$ cat src/rtl/sub_sat_stage_32bit_signed_pkg.sv
// Shared widths, saturation limits and buffer-state encoding for the
// saturating subtract output stage.
package sub_stage_pkg;

  localparam int unsigned DATA_W = 32;

  localparam logic [DATA_W-1:0] SAT_MAX = 32'h7FFF_FFFF;
  localparam logic [DATA_W-1:0] SAT_MIN = 32'h8000_0000;

  typedef enum logic [1:0] {
    BUF_EMPTY = 2'd0,
    BUF_ONE   = 2'd1,
    BUF_FULL  = 2'd2
  } buf_state_t;

  // A stored word and its clamp flag travel together through the buffer.
  typedef struct packed {
    logic [DATA_W-1:0] data;
    logic              sat;
  } stage_word_t;

endpackage

$ cat src/rtl/sub_sat_stage_32bit_signed_clamp.sv
// Combinational clamp: an overflowed wrapped difference has the wrong sign,
// so the saturation rail is chosen opposite to the observed sign bit.
module sub_sat_clamp
  import sub_stage_pkg::*;
(
  input  logic [DATA_W-1:0] in_diff,
  input  logic              in_ovf,
  input  logic              sat_en,
  output logic [DATA_W-1:0] data,
  output logic              sat
);

  always_comb begin
    data = in_diff;
    sat  = 1'b0;
    if (sat_en && in_ovf) begin
      data = in_diff[DATA_W-1] ? SAT_MAX : SAT_MIN;
      sat  = 1'b1;
    end
  end

endmodule

$ cat src/rtl/sub_sat_stage_32bit_signed.sv
// Two-entry skid buffer with saturation applied at acceptance, plus a
// saturating overflow event counter and sticky flag.
module sub_sat_stage_32bit_signed
  import sub_stage_pkg::*;
#(
  parameter int CNT_W = 16
) (
  input  logic              clk,
  input  logic              rst,
  input  logic              in_valid,
  output logic              in_ready,
  input  logic [DATA_W-1:0] in_diff,
  input  logic              in_ovf,
  input  logic              sat_en,
  input  logic              cnt_clr,
  output logic              out_valid,
  input  logic              out_ready,
  output logic [DATA_W-1:0] out_data,
  output logic              out_sat,
  output logic              ovf_sticky,
  output logic [CNT_W-1:0]  ovf_count
);

  localparam logic [CNT_W-1:0] CNT_MAX = {CNT_W{1'b1}};

  buf_state_t  state_q, state_d;
  stage_word_t main_q, main_d;
  stage_word_t skid_q, skid_d;
  logic        in_ready_q, in_ready_d;
  logic        out_valid_q, out_valid_d;
  logic [CNT_W-1:0] ovf_count_q, ovf_count_d;
  logic        ovf_sticky_q, ovf_sticky_d;

  stage_word_t clamp_word;
  logic        in_xfer;
  logic        out_xfer;

  sub_sat_clamp u_clamp (
    .in_diff (in_diff),
    .in_ovf  (in_ovf),
    .sat_en  (sat_en),
    .data    (clamp_word.data),
    .sat     (clamp_word.sat)
  );

  assign in_xfer  = in_valid && in_ready_q;
  assign out_xfer = out_valid_q && out_ready;

  always_comb begin
    state_d = state_q;
    main_d  = main_q;
    skid_d  = skid_q;
    unique case (state_q)
      BUF_EMPTY: begin
        if (in_xfer) begin
          main_d  = clamp_word;
          state_d = BUF_ONE;
        end
      end
      BUF_ONE: begin
        if (in_xfer && out_xfer) begin
          main_d = clamp_word;
        end else if (in_xfer) begin
          skid_d  = clamp_word;
          state_d = BUF_FULL;
        end else if (out_xfer) begin
          state_d = BUF_EMPTY;
        end
      end
      BUF_FULL: begin
        // in_ready is low here, so only the drain can happen.
        if (out_xfer) begin
          main_d  = skid_q;
          state_d = BUF_ONE;
        end
      end
      default: state_d = BUF_EMPTY;
    endcase
    in_ready_d  = (state_d != BUF_FULL);
    out_valid_d = (state_d != BUF_EMPTY);
  end

  // Clear takes priority but still counts a same-cycle overflowed word.
  always_comb begin
    ovf_count_d  = ovf_count_q;
    ovf_sticky_d = ovf_sticky_q;
    if (cnt_clr) begin
      ovf_count_d  = (in_xfer && in_ovf) ? CNT_W'(1) : '0;
      ovf_sticky_d = in_xfer && in_ovf;
    end else if (in_xfer && in_ovf) begin
      ovf_sticky_d = 1'b1;
      if (ovf_count_q != CNT_MAX) begin
        ovf_count_d = ovf_count_q + CNT_W'(1);
      end
    end
  end

  always_ff @(posedge clk or posedge rst) begin
    if (rst) begin
      state_q      <= BUF_EMPTY;
      main_q       <= '0;
      skid_q       <= '0;
      in_ready_q   <= 1'b1;
      out_valid_q  <= 1'b0;
      ovf_count_q  <= '0;
      ovf_sticky_q <= 1'b0;
    end else begin
      state_q      <= state_d;
      main_q       <= main_d;
      skid_q       <= skid_d;
      in_ready_q   <= in_ready_d;
      out_valid_q  <= out_valid_d;
      ovf_count_q  <= ovf_count_d;
      ovf_sticky_q <= ovf_sticky_d;
    end
  end

  assign in_ready   = in_ready_q;
  assign out_valid  = out_valid_q;
  assign out_data   = main_q.data;
  assign out_sat    = main_q.sat;
  assign ovf_count  = ovf_count_q;
  assign ovf_sticky = ovf_sticky_q;

endmodule

$ cat config.mk
export PLATFORM = sky130hd
export DESIGN_NAME = sub_sat_stage_32bit_signed
export DESIGN_NICKNAME = d
export VERILOG_FILES = /design/src/rtl/sub_sat_stage_32bit_signed_pkg.sv /design/src/rtl/sub_sat_stage_32bit_signed_clamp.sv /design/src/rtl/sub_sat_stage_32bit_signed.sv
export SDC_FILE = /design/constraint.sdc
export NUM_CORES = 1
export LEC_CHECK = 0
export BUFFER_PORTS_ARGS = -buffer_cell sky130_fd_sc_hd__clkbuf_2
export CAP_MARGIN = 20
export CORE_UTILIZATION = 54
export DETAILED_ROUTE_END_ITERATION = 16
export PLACE_DENSITY = 0.8
export SLEW_MARGIN = 20
export SYNTH_ARGS = -nofsm -noshare
export SYNTH_HDL_FRONTEND = slang
export SYNTH_SLANG_ARGS = --single-unit
$ cat constraint.sdc
create_clock -name clk -period 3.4 [get_ports clk]
set_clock_uncertainty 0.1 [all_clocks]
set_input_delay 0.34 -clock clk [delete_from_list [all_inputs] [get_ports clk]]
set_output_delay 0.34 -clock clk [all_outputs]
set_load 0.01 [all_outputs]
==> out/results.txt <==
status = finished clean
share of layout cells above drive strength 1 = 0.299
DRT iter0 DRCs = 301
Via density = 5.62
fill cell count = 585
CP endpoint kind = flip-flop
Avg Cell Area, Syn = 9.77 um2
root buf cell = clkbuf_8
largest net degree at the start of global routing = 69
crit-path cells = and3b_4 > nand3_2 > buf_4 > nand2_1 > o21ai_0
vias in the first global route = 2,987
total track usage = 0.233
Switching Fraction = 0.324
Ant. Diodes = 0
Nets = 530
Post-Syn Instances = 414
post-synthesis async set-or-reset flop share = 1.00
number of primary I/O pins = 91
RSZ-0062 raised after global routing = false
worst-margin pin slew = 0.825 ns
maximum buffer depth of the clock tree = 2
drt total wl = 8830 um
warnings from Yosys = 0
TritonRoute pass-1 iters = 5
Seq pwr share = 0.434
pins over their slew limit = 0
register area = 2180 um2
post-CTS resize count = 0
power share of the combinational group = 0.322
worst min-delay path class = input port to asynchronous set/reset pin
share of the synthesized area in the top cell type = 0.532
worst path arrival time = 2.40 ns
clock buffer count from CTS = 9
top-count cell post-synth = dfrtp_1
via count = 3,338
Mapped Area = 4050 um2
fin crit period = 2.27 ns
maxcap violations = 0
core area = 7250 um2
Clock Pin Slew Worst Setup and Hold Paths = 0.08 ns
CP max stage delay = 0.58 ns
post-synthesis sequential area ratio = 0.539
Power Density = 805 nW/um2
R2R Setup Slk = 1.13 ns
TritonCTS clock tree = done
Seq cells post-synth = 87
Slew headroom = 0.449
Power, Total = 3860 uW
reg2reg end = skid_q[17]$_DFFE_PP0P_
number of synthesized flops with an enable pin = 0
antenna violations before repair = 0
R2R cell count = 5
die span in x = 88.6 um
top cell type by total area after synthesis = dfrtp_1
leakage = 0.00229 uW
CTS Sinks = 87
total grt overflow = 0
HPWL after DPL = 5780 um
Cell Int Power = 2610 uW
CP Data Required Time = 3.53 ns
Final setup viols = 0
synth cell count leaders = 86 x dfrtp_1, 66 x a21oi_1, 46 x o21ai_0
Final Hold Viols = 0
number of buffers inserted by hold repair at cts = 0
CTS H-tree lvls = 3
Initial Util = 0.558
residual DRC count = 0
chip height = 88.6 um
Tcrit/Tclk final = 0.668
TNS Setup = 0 ns
Multi-input gate area = 1720 um2
ranking of synthesized cells by area = dfrtp_1 53%, mux2_2 8.4%, a21oi_1 8.2%
Max Clock Freq = 440 MHz
die area = 7840 um2
post-CTS setup buffers = 0
net switching power = 1250 uW
Layout area overhead = 18.7%
post-synth cell types = 40
Clock Power Share = 0.244
first-pass GRT wire length = 13,900 um
slowest CP cell = dfstp_2
ys flop type = dfrtp_1
RePlAce Congestion = 0.768
latest clock arrival within the worst-skew pair = 0.35 ns
antenna viol nets, final = 0
Worst R2R Start = in_ready$_DFF_PP1_
Worst setup SP type = flip-flop
Max FO, Critical Path = 43
syn nets = 454
wire per inst = 14.9 um
critical path class = flip-flop to flip-flop
worst vdd ir = 0.449 mV
num rows = 31
port bufs = 90
how the worst max path moves through the flow:
stage | startpoint | endpoint | depth (start not counted)
2_1_floorplan | rst | out_data[0]$_DFFE_PP0P_ | 1
3_3_place_gp | in_ovf | out_data[10]$_DFFE_PP0P_ | 5
3_5_place_dp | in_ovf | out_data[22]$_DFFE_PP0P_ | 5
4_1_cts | in_ready$_DFF_PP1_ | skid_q[0]$_DFFE_PP0P_ | 5
5_1_grt | in_ready$_DFF_PP1_ | skid_q[0]$_DFFE_PP0P_ | 5
6_report | in_ready$_DFF_PP1_ | skid_q[17]$_DFFE_PP0P_ | 5
routing by layer:
layer	wire length, um	vias up	GRT usage
met5	0	-	0
met4	122	0	0.0953
met3	505	12	0.0429
met2	4300	111	0.376
met1	3900	1623	0.313
li1	-	1592	-
stage by stage:
step | hold slack, ns | instance area, um2 | cells | setup WS, ns | utilization
6_report | 0.00780 | 4800 | 594 | 1.13 | 0.662
3_5_place_dp | 0.371 | 4520 | 578 | 1.12 | 0.623
2_1_floorplan | 0.350 | 4050 | 414 | 0.711 | -
3_3_place_gp | 0.362 | 4520 | 578 | 1.20 | 0.623
5_1_grt | 0.0819 | 4800 | 594 | 0.963 | 0.662
4_1_cts | 0.0247 | 4790 | 594 | 1.15 | 0.661
kinds of logic (layout without fill, tap and decap cells):
logic type,Yosys count,in the layout,share of synthesized area
AND/OR/NAND/NOR,123,123,0.136
buffers and inverters,35,116,0.0393
XOR/XNOR,10,10,0.0217
adder cells (fa/ha/maj),1,1,0.00309
multiplexers,34,34,0.0943
flip-flops,87,87,0.539
AO/OA/AOI/OAI,124,124,0.167
critical path, delay by kind of cell (launching register included):
| kind | cells | cell delay (ns) |
|---|---|---|
| simple gates | 3 | 0.92 |
| buf+inv | 1 | 0.46 |
| compound gates | 1 | 0.08 |
| flops | 1 | 0.58 |
state kept, by name, indices dropped and copies added, names as in the netlist:
name	cells
out_valid	1
in_ready	1
out_sat	1
out_data	32
ovf_sticky	1
skid_q	33
state_q	2
ovf_count	16
cell type report:
class	count	share of cell area
multi-input combinational	292	0.359
clock buffer	11	0.0295
inverter	6	0.00495
timing repair buffer	94	0.100
clock inverter	5	0.0268
sequential	87	0.454
tap	99	0.0258
power groups by stage:
stage	Clock [uW]	Sequential [uW]	Combinational [uW]
floorplan	0	1750	796
global placement	0	1670	1210
detailed placement	0	1690	1250
CTS	955	1670	1260
global route	994	1730	1390
finish	941	1680	1250
layout by cell type (no fill, tap or decap), drive strengths merged, types with 2 or more instances in the layout:
master	synthesis	layout
a21o	2	2
a21oi	66	66
a31oi	2	2
and3	4	4
buf	10	4
bufinv	0	4
clkbuf	19	101
clkinv	0	2
dfrtp	86	86
inv	6	5
mux2	33	33
nand2	45	45
nand3	10	10
nand4	9	9
nor2	41	41
nor3	3	3
nor4	4	4
o21ai	46	46
xnor2	6	6
xor2	4	4
Note: power is estimated with default switching activity, not from simulation.
